<file path="config.mk">
export PLATFORM = sky130hd
export DESIGN_NAME = gpio_mulpop
export DESIGN_NICKNAME = d
export VERILOG_FILES = /design/src/rtl/gpio_mulpop_pkg.sv /design/src/rtl/gpio_mulpop_mul_shift_add.sv /design/src/rtl/gpio_mulpop.sv
export SDC_FILE = /design/constraint.sdc
export NUM_CORES = 1
export LEC_CHECK = 0
export ABC_CLOCK_PERIOD_IN_PS = 7210
export BUFFER_PORTS_ARGS = -buffer_cell sky130_fd_sc_hd__buf_4
export CAP_MARGIN = 20
export CORE_AREA = 3 3 141 143
export DETAILED_ROUTE_END_ITERATION = 10
export DIE_AREA = 0 0 144 146
export HOLD_SLACK_MARGIN = 0.05
export MAX_ROUTING_LAYER = met4
export PLACE_DENSITY = 0.76
export SLEW_MARGIN = 30
export SYNTH_ARGS = -nofsm -noshare
export SYNTH_HDL_FRONTEND = slang
export SYNTH_SLANG_ARGS = --single-unit
</file>
<file path="constraint.sdc">
create_clock -name clk -period 7.21 [get_ports clk]
set_input_delay 0.3605 -clock clk [delete_from_list [all_inputs] [get_ports clk]]
set_output_delay 0.3605 -clock clk [all_outputs]
set_load 0.05 [all_outputs]
</file>
<file path="src/rtl/gpio_mulpop_pkg.sv">
// Shared types and constants for the GPIO multiply/popcount core.
// Imported by the top-level FSM and the shift-add multiplier.
package gpio_mulpop_pkg;

    typedef enum logic [1:0] {
        IDLE = 2'd0,
        MULT = 2'd1,
        POP  = 2'd2,
        DONE = 2'd3
    } state_t;

    localparam logic MODE_MUL = 1'b0;
    localparam logic MODE_POP = 1'b1;

endpackage

</file>
<file path="src/rtl/gpio_mulpop_mul_shift_add.sv">
// Sequential shift-add multiplier: one partial product per step, fixed WIDTH steps.
// A pass-through load places zero-extended a in the accumulator for popcount-only use.
module mul_shift_add
    import gpio_mulpop_pkg::*;
#(
    parameter int WIDTH = 24
) (
    input  logic                 clk,
    input  logic                 reset,
    input  logic                 load,
    input  logic                 pass,
    input  logic                 step,
    input  logic [WIDTH-1:0]     a,
    input  logic [WIDTH-1:0]     b,
    output logic                 busy,
    output logic                 last,
    output logic [2*WIDTH-1:0]   product
);

    localparam int IW = (WIDTH > 1) ? $clog2(WIDTH) : 1;

    logic [2*WIDTH-1:0] a_sh;
    logic [WIDTH-1:0]   b_sh;
    logic [2*WIDTH-1:0] acc;
    logic [IW-1:0]      cnt;
    logic               busy_r;

    // a is kept pre-shifted so each step adds a << i without a barrel shifter
    always_ff @(posedge clk or posedge reset) begin
        if (reset) begin
            a_sh   <= '0;
            b_sh   <= '0;
            acc    <= '0;
            cnt    <= '0;
            busy_r <= 1'b0;
        end else if (load) begin
            a_sh   <= {{WIDTH{1'b0}}, a};
            b_sh   <= b;
            acc    <= pass ? {{WIDTH{1'b0}}, a} : '0;
            cnt    <= '0;
            busy_r <= ~pass;
        end else if (step && busy_r) begin
            if (b_sh[0]) begin
                acc <= acc + a_sh;
            end
            a_sh <= a_sh << 1;
            b_sh <= b_sh >> 1;
            cnt  <= cnt + IW'(1);
            if (last) begin
                busy_r <= 1'b0;
            end
        end
    end

    assign busy    = busy_r;
    assign last    = busy_r && (cnt == IW'(WIDTH - 1));
    assign product = acc;

endmodule

</file>
<file path="src/rtl/gpio_mulpop.sv">
// GPIO-facing multiply/popcount core: FSM, bit-serial popcount, result registers
// and a wrapping completed-operation counter around the shift-add multiplier.
module gpio_mulpop
    import gpio_mulpop_pkg::*;
#(
    parameter int WIDTH = 24,
    parameter int OUT_W = 32,
    parameter int CNT_W = 16
) (
    input  logic                       clk,
    input  logic                       reset,
    input  logic                       start,
    input  logic                       mode,
    input  logic [WIDTH-1:0]           a,
    input  logic [WIDTH-1:0]           b,
    output logic [OUT_W-1:0]           w,
    output logic [$clog2(OUT_W+1)-1:0] l,
    output logic                       ready,
    output logic                       done,
    output logic                       valid,
    output logic [1:0]                 status,
    output logic [CNT_W-1:0]           gpio
);

    localparam int L_W   = $clog2(OUT_W + 1);
    localparam int IDX_W = (OUT_W > 1) ? $clog2(OUT_W) : 1;

    state_t state, next_state;

    logic                 accept;
    logic                 mul_load, mul_pass, mul_step, mul_busy, mul_last;
    logic [2*WIDTH-1:0]   product;
    logic [OUT_W-1:0]     window;
    logic                 upper_zero;
    logic                 pop_bit, pop_last;
    logic [IDX_W-1:0]     pop_idx;
    logic [L_W-1:0]       pop_cnt;

    logic [OUT_W-1:0]     w_r;
    logic [L_W-1:0]       l_r;
    logic                 valid_r, done_r;
    logic [CNT_W-1:0]     gpio_r;

    mul_shift_add #(.WIDTH(WIDTH)) u_mul (
        .clk     (clk),
        .reset   (reset),
        .load    (mul_load),
        .pass    (mul_pass),
        .step    (mul_step),
        .a       (a),
        .b       (b),
        .busy    (mul_busy),
        .last    (mul_last),
        .product (product)
    );

    assign window  = product[OUT_W-1:0];
    assign pop_bit = window[pop_idx];
    assign pop_last = (pop_idx == IDX_W'(OUT_W - 1));

    // With a full-width window nothing can be truncated away
    generate
        if (OUT_W == 2*WIDTH) begin : g_full
            assign upper_zero = 1'b1;
        end else begin : g_trunc
            assign upper_zero = ~|product[2*WIDTH-1:OUT_W];
        end
    endgenerate

    always_ff @(posedge clk or posedge reset) begin
        if (reset) begin
            state <= IDLE;
        end else begin
            state <= next_state;
        end
    end

    always_comb begin
        next_state = state;
        case (state)
            IDLE: if (start) next_state = (mode == MODE_POP) ? POP : MULT;
            MULT: if (mul_last) next_state = POP;
            POP:  if (pop_last) next_state = DONE;
            DONE: next_state = IDLE;
            default: next_state = IDLE;
        endcase
    end

    always_comb begin
        ready    = (state == IDLE);
        mul_step = (state == MULT) && mul_busy;
    end

    assign accept   = ready && start;
    assign mul_load = accept;
    assign mul_pass = (mode == MODE_POP);

    // Results, status and counter all commit on the last popcount step, so they
    // are visible together with done during the DONE cycle
    always_ff @(posedge clk or posedge reset) begin
        if (reset) begin
            pop_idx <= '0;
            pop_cnt <= '0;
            w_r     <= '0;
            l_r     <= '0;
            valid_r <= 1'b1;
            done_r  <= 1'b0;
            gpio_r  <= '0;
        end else begin
            done_r <= 1'b0;
            if (accept) begin
                pop_idx <= '0;
                pop_cnt <= '0;
            end else if (state == POP) begin
                pop_idx <= pop_idx + IDX_W'(1);
                pop_cnt <= pop_cnt + L_W'(pop_bit);
                if (pop_last) begin
                    w_r     <= window;
                    l_r     <= pop_cnt + L_W'(pop_bit);
                    valid_r <= upper_zero;
                    done_r  <= 1'b1;
                    gpio_r  <= gpio_r + CNT_W'(1);
                end
            end
        end
    end

    assign w      = w_r;
    assign l      = l_r;
    assign valid  = valid_r;
    assign done   = done_r;
    assign gpio   = gpio_r;
    assign status = {ready, valid_r};

endmodule

</file>
# --- Yosys cells after proc, flatten, opt, wreduce, memory -nomap -nowiden ---
# Index checks and enable logic that the tools add are counted.
totals:
  input_bits: 52
  rom_bits: 0
  word_cells: 71
  ramBits: 0
  memories: 0
  latchBits: 0
  output_inout_bits: 59
  ff_bits: 195
op_classes:
  eq_ne: 8
  shift: 0
  n_lt_le_gt_ge: 1
  bitwise_logic: 2
  n_mux: 27
  mul: 0
  n_addsub: 5
  div: 0
  reduce_logical: 15
ops:
  columns: ["operator", "count"]
  rows:
  - ["48-bit 2-to-1 mux", 5]
  - ["24-bit 2-to-1 mux", 3]
  - ["48-bit adder", 1]
  - ["5-bit 2-to-1 mux", 4]
  - ["16-bit by 1-bit adder with 16-bit output (second input constant)", 1]
  - ["16-bit OR reduction", 1]
  - ["6-bit 2-to-1 mux", 2]
  - ["5-bit by 1-bit adder with 5-bit output (second input constant)", 2]
  - ["5-bit equality test (second input constant)", 2]
  - ["2-bit 2-to-1 mux", 4]
  - ["2-bit case mux with 4 select lines", 1]
  - ["2-bit nonzero test", 4]
  - ["1-bit 2-to-1 mux", 7]
  - ["6-bit by 1-bit adder with 6-bit output", 1]
  - ["5-bit by 6-bit less-than comparator with 1-bit output (second input constant)", 1]
  - ["2-bit != test (second input constant)", 3]
  - ["3-bit AND reduction", 2]
  - ["1-bit binary-select mux with 5-bit select", 1]
  - ["2-bit equality test (second input constant)", 2]
  - ["1-bit logical AND", 4]
  - ["2-bit AND reduction", 2]
  - ["2-bit by 1-bit equality test with 1-bit output (second input constant)", 1]
  - ["2-bit logical NOT", 1]
  - ["1-bit inverter", 2]
  - ["1-bit logical NOT", 1]

# --- Longest topological paths before layout ---
# Gate-level depths: netlist of the first run.
depth:
  word_depth: 5
  ltp_mapped: 14
  depth_no_buf: 14

# --- Cells and area by module ---
# From an unflattened synthesis of the first run, not the netlist that was laid out.
unflattened:
  cells_unflattened: 1258
  area_unflattened_um2: 11718.7
modules_own_cells:
  columns: ["module", "area_each_um2", "cells_each", "n_inst", "seq_area_each_um2"]
  rows:
  - ["mul_shift_add", 8391.8, 995, 1, 3153.0]
  - ["gpio_mulpop", 3326.9, 263, 1, 1727.9]

# --- Worst setup path before layout of the first run ---
# Ideal clock, no wire load.
synth_path:
  path_type: "register -> register"
  startpoint: "reg u_mul.acc[0] (netlist: u_mul.product[0])"
  endpoint: "reg u_mul.acc[44] (netlist: u_mul.product[44])"
  path_stages_with_launch: 15
  arrival_time_ns: 3.142
  setup_time_ns: 0.124
  required_ns: 7.086
  slack_ns: 3.944
  period_less_slack_ns: 3.266
  path_buffers: 0
  path_cell_list: "dfrtp_1 ha_1 inv_1 fa_1 and2b_1 o31a_2 o221a_2 o21ai_2 a21oi_4 a41oi_2 o41ai_2 a31oi_1 nor4_2 nor2_1 a211o_1"
synth_between:
  elab_chain_cells: 4
synth_lines:
  columns: ["element", "line_no", "rtl"]
  rows:
  - ["start, declared", "gpio_mulpop_mul_shift_add.sv:24", "logic [2*WIDTH-1:0] acc;"]
  - ["start signal, assigned", "gpio_mulpop_mul_shift_add.sv:39", "acc <= pass ? {{WIDTH{1'b0}}, a} : '0;"]
  - ["start signal, assigned", "gpio_mulpop_mul_shift_add.sv:44", "acc <= acc + a_sh;"]
  - ["48-bit adder", "gpio_mulpop_mul_shift_add.sv:44", null]
  - ["48-bit 2-to-1 mux", "gpio_mulpop_mul_shift_add.sv:43", "if (b_sh[0]) begin"]
  - ["48-bit 2-to-1 mux", "gpio_mulpop_mul_shift_add.sv:42", "end else if (step && busy_r) begin"]
  - ["48-bit 2-to-1 mux", "gpio_mulpop_mul_shift_add.sv:36", "end else if (load) begin"]
# Every way passes these cells. The select of a mux whose other input is x is not followed.
# A chain may end at the register's enable or synchronous reset.

# --- Worst setup path in the final report of the first run ---
# Same ends and word-level chain as after synthesis.

==> results of run 1 <==
[how the worst min path moves through the flow]
| stage | startpoint | to | slack (ns) |
|---|---|---|---|
| floorplan | u_mul.b_sh[23] | u_mul.b_sh[23] | 0.47 |
| global placement | w[13] | w[13] | 0.46 |
| detailed placement | l[1] | l[1] | 0.46 |
| CTS | reset | l[0] | 0.12 |
| global route | b[23] | u_mul.b_sh[23] | 0.15 |
| finish | reset | l[0] | 0.07 |
[logic make-up after synthesis]
family                   after synthesis  share of synthesized area, %
AND/OR/NAND/NOR                      551                          20.7
AO/OA/AOI/OAI                        300                          17.0
flip-flops                           195                          43.5
buffers and inverters                 92                          4.04
XOR/XNOR                              67                          5.23
adder cells (fa/ha/maj)               57                          6.42
multiplexers                          22                          3.09
[per-layer routing]
| layer | track usage (%) | up-vias |
|---|---|---|
| li1 | - | 4597 |
| met1 | 39.5 | 4577 |
| met2 | 40.9 | 323 |
| met3 | 3.81 | 49 |
| met4 | 7.58 | 0 |
| met5 | - | - |
[power by group through the flow]
stage | sequential (W) | clock, W | combinational, W
global route | 0.00109 | 0.00101 | 0.0000531
finish | 0.00109 | 0.000960 | 0.0000466
global placement | 0.00111 | 0 | 0.0000482
floorplan | 0.00111 | 0 | 0.0000163
CTS | 0.00109 | 0.000970 | 0.0000484
detailed placement | 0.00111 | 0 | 0.0000482
[layout make-up]
cell class,count,area share [%]
flip-flops and latches,195,38.5
clock inverters,15,1.31
well taps,234,2.31
multi-input cells,997,46.6
inverters,21,0.682
clock buffers,17,3.36
repair buffers,120,7.14
[registers in the layout (all words and copies together) (netlist names)]
register / flops
u_mul.a_sh: 48
u_mul.product: 48
w: 32
u_mul.b_sh: 24
gpio: 16
l: 6
pop_cnt: 6
pop_idx: 5
u_mul.cnt: 5
state: 2
done: 1
u_mul.busy: 1
valid: 1
[layout by cell type, fill, tap and decap left out, types with 3 or more instances in the layout]
cell / count
nand2_1: 342
dfrtp_1: 194
buf_4: 119
nor2_1: 107
a21oi_1: 93
o21ai_0: 62
ha_1: 56
a31oi_1: 51
xnor2_1: 40
xor2_1: 27
nand3_1: 22
nand4_1: 22
inv_1: 19
clkbuf_16: 17
a21o_1: 13
mux2i_1: 11
a211oi_1: 10
o21bai_1: 10
mux4_2: 10
nor2b_1: 7
a311oi_1: 7
and3_1: 6
o21a_1: 6
nor3_1: 6
inv_8: 6
nand2b_1: 5
or3_1: 5
a22oi_1: 5
nor4_1: 5
clkinvlp_4: 5
o31ai_1: 4
a211o_1: 3
o22ai_1: 3
and2_1: 3
o211ai_1: 3
[metrics by stage]
stage	instance area [um^2]	util, %	total power [W]	hold WS [ns]
floorplan	11200	-	0.00113	0.466
global placement	12100	64.5	0.00116	0.460
detailed placement	12100	64.5	0.00116	0.465
CTS	12700	67.7	0.00211	0.120
global route	12700	67.7	0.00216	0.147
finish	12700	67.7	0.00210	0.0721
[worst max-delay path: cells and delay by family (launching register included)]
family | cells | cell delay, ns
buffers and inverters | 1 | 0.07
adder cells (fa/ha/maj) | 2 | 0.61
AO/OA/AOI/OAI | 8 | 1.91
AND/OR/NAND/NOR | 3 | 0.73
flip-flops | 1 | 0.41
==> reports/qor.csv, run 1 <==
metric,value,unit
CP endpoint kind,flip-flop,
sequential share of power,52.0,%
worst reg2reg path depth,14,
final cell count without fillers,1599,
maximum fanout along the worst path,4,
switching power,0.000496,W
min Tclk post-route,3.82,ns
Post-Place Cells,1567,
final worst slack,3.39,ns
Synth area leader,dfrtp_1,
GRT overflow,0,
Num CTS Buffers,17,
routed wl met3,1870,um
clock skew,0.0122,ns
CTS max path bufs,2,
wl on met1,12700,um
met2 wire length,12500,um
status,"complete, no violations",
Synth top cells by count,"344 x nand2_1, 194 x dfrtp_1, 107 x nor2_1",
CTS tree,built,
pins over their slew limit,0,
Seq. cell area,4880,um^2
"Cell Chain, Critical Path",ha_1 > inv_1 > fa_1 > and2b_1 > o31a_2 > o221a_2 > o21ai_2 > a21oi_4 > a41oi_2 > o41ai_2 > a31oi_1 > nor4_2 > nor2_1 > a211o_1,
top_reg_cell synth,dfrtp_1,
Post-synth EDFFs,0,
Syn Std Cell Area,11200,um^2
Critical R2R Capture,u_mul.product[44],
"Avg Cell Area, Syn",8.74,um^2
global-route wire length before repair,45600,um
Max-cap violations,0,
WP data arrival,4.15,ns
WL per Instance,17.3,um
Power Density,166,nW/um^2
"Setup Fix Bufs, Post-CTS",0,
CP peak stage delay,0.57,ns
Peak VDD IR,0.167,mV
vias in the first global route,9135,
type of origin of the critical path,flip-flop,
WP data required,7.54,ns
port buffer count,110,
Synth-to-Final Area Change,12.8,%
DRC viols,0,
fillers,1572,
final hold violations,0,
Crit Path Class,reg2reg,
CORE AREA,18700,um^2
pin count of the biggest net entering global routing,126,
Initial Util,60.0,%
Initial DRC Count,840,
DIE WIDTH,144,um
die area,21000,um^2
area of the multi-input gates,5910,um^2
Yosys reg bits,195,
setup TNS,0,ns
Worst Tran Pin Value,0.936,ns
DP Worst Slack,3.46,ns
ant diodes,0,
clk root buf,clkbuf_16,
Logic pwr share,2.2,%
Rel. slew slack,37.4,%
crit path from,u_mul.product[0],
Worst setup endpoint,u_mul.product[44],
top-count cell post-synth,nand2_1,
"top cells by area, synth","dfrtp_1 43%, nand2_1 12%, ha_1 6.2%, a21oi_1 4.1%, nor2_1 3.6%",
r2r setup slk,3.39,ns
switching share of power,23.6,%
H-tree depth,4,
Final Wtd Congestion,0.931,
num rows,50,
post-CTS resize count,0,
IO Pins,111,
die height,146,um
CP max stage cell,o41ai_2,
internal power,0.00160,W
Total Routing Usage GR,27.4,%
r2r startpoint,u_mul.product[0],
Worst-Skew Late Latency,0.44,ns
"Seq/Total Area, Yosys",43.5,%
Layout Nets,1461,
layout cells sized above 1,14.3,%
library cells used by synthesis,83,
clock sinks,195,
hold crit path type,in2async,
FMAX,261,MHz
drt via density,5.97,
Clk pwr share,45.7,%
Yosys top cell area share,43.3,%
DR vias,9546,
Detail Placement HPWL,19200,um
ANT nets after route,0,
Syn Nets,1393,
"Reg clk slew, reported paths",0.07,ns
# setup viols final,0,
Post-synth ARST share,100,%
drt total wl,27700,um
number of synthesis warnings,0,
RSZ-0062 raised after global routing,no,
Hold Buf Count CTS,0,
initial antenna violation count,0,
Post-Synthesis Cells,1284,
DRT Pass-1 Iters,7,
highest routed layer,met4,
crit share post-route,53.0,%
leak pwr,5.81,nW
No activity file was read; power rests on OpenSTA's default activity.
==> run 2: changes to the inputs <==
--- a/config.mk
+++ b/config.mk
@@ -5,15 +5,16 @@
 export SDC_FILE = /design/constraint.sdc
 export NUM_CORES = 1
 export LEC_CHECK = 0
-export ABC_CLOCK_PERIOD_IN_PS = 7210
+export ABC_AREA = 1
+export ABC_CLOCK_PERIOD_IN_PS = 3400
 export BUFFER_PORTS_ARGS = -buffer_cell sky130_fd_sc_hd__buf_4
 export CAP_MARGIN = 20
-export CORE_AREA = 3 3 141 143
+export CORE_AREA = 3 3 155 157
 export DETAILED_ROUTE_END_ITERATION = 10
-export DIE_AREA = 0 0 144 146
+export DIE_AREA = 0 0 158 160
 export HOLD_SLACK_MARGIN = 0.05
 export MAX_ROUTING_LAYER = met4
-export PLACE_DENSITY = 0.76
+export PLACE_DENSITY = 0.73
 export SLEW_MARGIN = 30
 export SYNTH_ARGS = -nofsm -noshare
 export SYNTH_HDL_FRONTEND = slang
==> constraint.sdc (replaced) <==
create_clock -name clk -period 3.4 [get_ports clk]
set_input_delay 0.17 -clock clk [delete_from_list [all_inputs] [get_ports clk]]
set_output_delay 0.17 -clock clk [all_outputs]
set_load 0.05 [all_outputs]
==> run 2 against run 1 <==
  * Synthesized cell count up 40%
  * Critical path type unchanged
  * Clock-buffer cell count unchanged
  * Largest power group unchanged
  * Highest routed layer unchanged
  * Sequential share of layout area down 5.2 points
  * Critical endpoint is now u_mul.product[5]
==> reports/qor.csv, run 2 <==
metric,value,unit,change
DR vias,11806,,was 9546
Post-synth ARST share,100,%,unchanged
Syn Nets,1907,,was 1393
drt via density,5.28,,was 5.97
port buffer count,110,,unchanged
"top cells by area, synth","dfrtp_1 39%, nand2_1 18%, inv_1 11%, ha_1 5.6%, nor2_1 3.9%",,"was dfrtp_1 43%, nand2_1 12%, ha_1 6.2%, a21oi_1 4.1%, nor2_1 3.6%"
number of synthesis warnings,0,,unchanged
Yosys reg bits,195,,unchanged
top-count cell post-synth,nand2_1,,unchanged
die height,160,um,was 146 um
min Tclk post-route,2.77,ns,was 3.82 ns
H-tree depth,4,,unchanged
Detail Placement HPWL,27900,um,was 19200 um
final cell count without fillers,2237,,was 1599
crit share post-route,81.6,%,was 53.0%
Yosys top cell area share,39.0,%,was 43.3%
Hold Buf Count CTS,49,,was 0
type of origin of the critical path,flip-flop,,unchanged
clock skew,0.0142,ns,was 0.0122 ns
Critical R2R Capture,u_mul.product[5],,was u_mul.product[44]
CP endpoint kind,flip-flop,,unchanged
Max-cap violations,0,,unchanged
global-route wire length before repair,59300,um,was 45600 um
CTS max path bufs,2,,unchanged
vias in the first global route,11460,,was 9135
"Avg Cell Area, Syn",6.92,um^2,was 8.74 um^2
clock sinks,195,,unchanged
r2r startpoint,state[0],,was u_mul.product[0]
WP data arrival,3.08,ns,was 4.15 ns
Synth area leader,dfrtp_1,,unchanged
die area,25300,um^2,was 21000 um^2
Layout Nets,2048,,was 1461
setup TNS,0,ns,unchanged
WL per Instance,16.4,um,was 17.3 um
Num CTS Buffers,17,,unchanged
ant diodes,0,,unchanged
final hold violations,0,,unchanged
Peak VDD IR,0.308,mV,was 0.167 mV
Worst Tran Pin Value,0.867,ns,was 0.936 ns
wl on met1,17100,um,was 12700 um
clk root buf,clkbuf_16,,unchanged
maximum fanout along the worst path,47,,was 4
leak pwr,7.62,nW,was 5.81 nW
Crit Path Class,reg2reg,,unchanged
hold crit path type,in2async,,unchanged
DRT Pass-1 Iters,6,,was 7
DIE WIDTH,158,um,was 144 um
initial antenna violation count,0,,unchanged
layout cells sized above 1,8.86,%,was 14.3%
Final Wtd Congestion,0.984,,was 0.931
FMAX,361,MHz,was 261 MHz
Total Routing Usage GR,30.3,%,was 27.4%
ANT nets after route,0,,unchanged
# setup viols final,0,,unchanged
"Seq/Total Area, Yosys",39.2,%,was 43.5%
Initial Util,54.9,%,was 60.0%
highest routed layer,met4,,unchanged
r2r setup slk,0.63,ns,was 3.39 ns
pin count of the biggest net entering global routing,71,,was 126
CORE AREA,22600,um^2,was 18700 um^2
Syn Std Cell Area,12400,um^2,was 11200 um^2
crit path from,state[0],,was u_mul.product[0]
"commonest non-fill, non-tap cell in the layout",nand2_1,,unchanged
"Reg clk slew, reported paths",0.09,ns,was 0.07 ns
Post-Place Cells,2156,,was 1567
CTS tree,built,,unchanged
WP data required,3.71,ns,was 7.54 ns
Post-Synthesis Cells,1798,,was 1284
"Setup Fix Bufs, Post-CTS",0,,unchanged
drt total wl,36600,um,was 27700 um
library cells used by synthesis,41,,was 83
pins over their slew limit,0,,unchanged
GRT overflow,0,,unchanged
post-CTS resize count,0,,unchanged
Post-synth EDFFs,0,,unchanged
routed wl met3,2020,um,was 1870 um
status,"complete, no violations",,unchanged
Synth-to-Final Area Change,17.7,%,was 12.8%
RSZ-0062 raised after global routing,no,,unchanged
Synth top cells by count,"599 x nand2_1, 351 x inv_1, 194 x dfrtp_1",,"was 344 x nand2_1, 194 x dfrtp_1, 107 x nor2_1"
met2 wire length,17000,um,was 12500 um
Worst setup endpoint,u_mul.product[5],,was u_mul.product[44]
Power Density,320,nW/um^2,was 166 nW/um^2
top_reg_cell synth,dfrtp_1,,unchanged
IO Pins,111,,unchanged
Initial DRC Count,862,,was 840
Rel. slew slack,42.2,%,was 37.4%
worst reg2reg path depth,9,,was 14
"commonest non-fill, non-tap cells in the layout","598 x nand2_1, 350 x inv_1, 194 x dfrtp_1, 130 x nor2_1, 118 x buf_4",,"was 342 x nand2_1, 194 x dfrtp_1, 119 x buf_4, 107 x nor2_1, 93 x a21oi_1"
Worst-Skew Late Latency,0.45,ns,was 0.44 ns
DRC viols,0,,unchanged
fillers,2061,,was 1572
num rows,55,,was 50
[run 2: per-stage QoR]
stage               hold slack (ns)  setup WS, ns  instance area (um^2)  util (%)  power, W
detailed placement           0.0822         0.738                 13500      59.7   0.00247
CTS                           0.169         0.698                 14600      64.7   0.00470
global route                  0.194         0.309                 14600      64.7   0.00482
finish                        0.168         0.626                 14600      64.7   0.00468
floorplan                     0.291         0.712                 12400         -   0.00240
global placement             0.0781         0.784                 13500      59.7   0.00247
[run 2: how the worst min path moves through the flow]
stage	endpoint	from	slack, ns	depth (start not counted)
after floorplan	u_mul.a_sh[0]	a[0]	0.29	2
after global placement	w[5]	reset	0.08	2
after detailed placement	w[5]	reset	0.08	2
after CTS	w[5]	reset	0.17	3
after global routing	w[0]	reset	0.19	3
final	w[0]	reset	0.17	3
[run 2: area by class of cell]
type                       instances  area, um^2  share of cell area (%)
clock inverter                    15         219                    1.50
sequential                       195        4880                    33.3
tap                              285         357                    2.44
inverter                         357        1350                    9.21
multi-input combinational       1200        6010                    41.1
timing repair buffer             168        1400                    9.54
clock buffer                      17         425                    2.91
[run 2: logic make-up (layout without fill, tap and decap cells)]
kind of cell	Yosys count	in the layout	synth area share, %
AND/OR/NAND/NOR	862	862	28.1
adder cells (fa/ha/maj)	57	57	5.79
buffers and inverters	403	557	12.4
flip-flops	195	195	39.2
XOR/XNOR	28	28	1.97
AO/OA/AOI/OAI	253	253	12.4
[run 2: per-layer routing]
layer	GRT usage [%]	vias up
met5	-	-
met2	48.6	372
met1	41.7	5456
met3	3.66	37
met4	6.14	0
li1	-	5941
[run 2: worst max-delay path, stage by stage, from the launching register on]
cell and delay [ns]:
dfrtp_1 0.39, inv_1 0.11, ha_1 0.34, nand2_4 0.24
inv_4 0.30, buf_4 0.49, nand2_1 0.13, o21ai_0 0.33
nand2_1 0.09, o21ai_0 0.20
[run 2: report_power, final]
part           switching (W)  internal (W)  total [W]
clock network        0.00112       0.00109    0.00222
registers                  0       0.00232    0.00232
logic              0.0000731     0.0000759   0.000149
total                0.00120       0.00349    0.00468
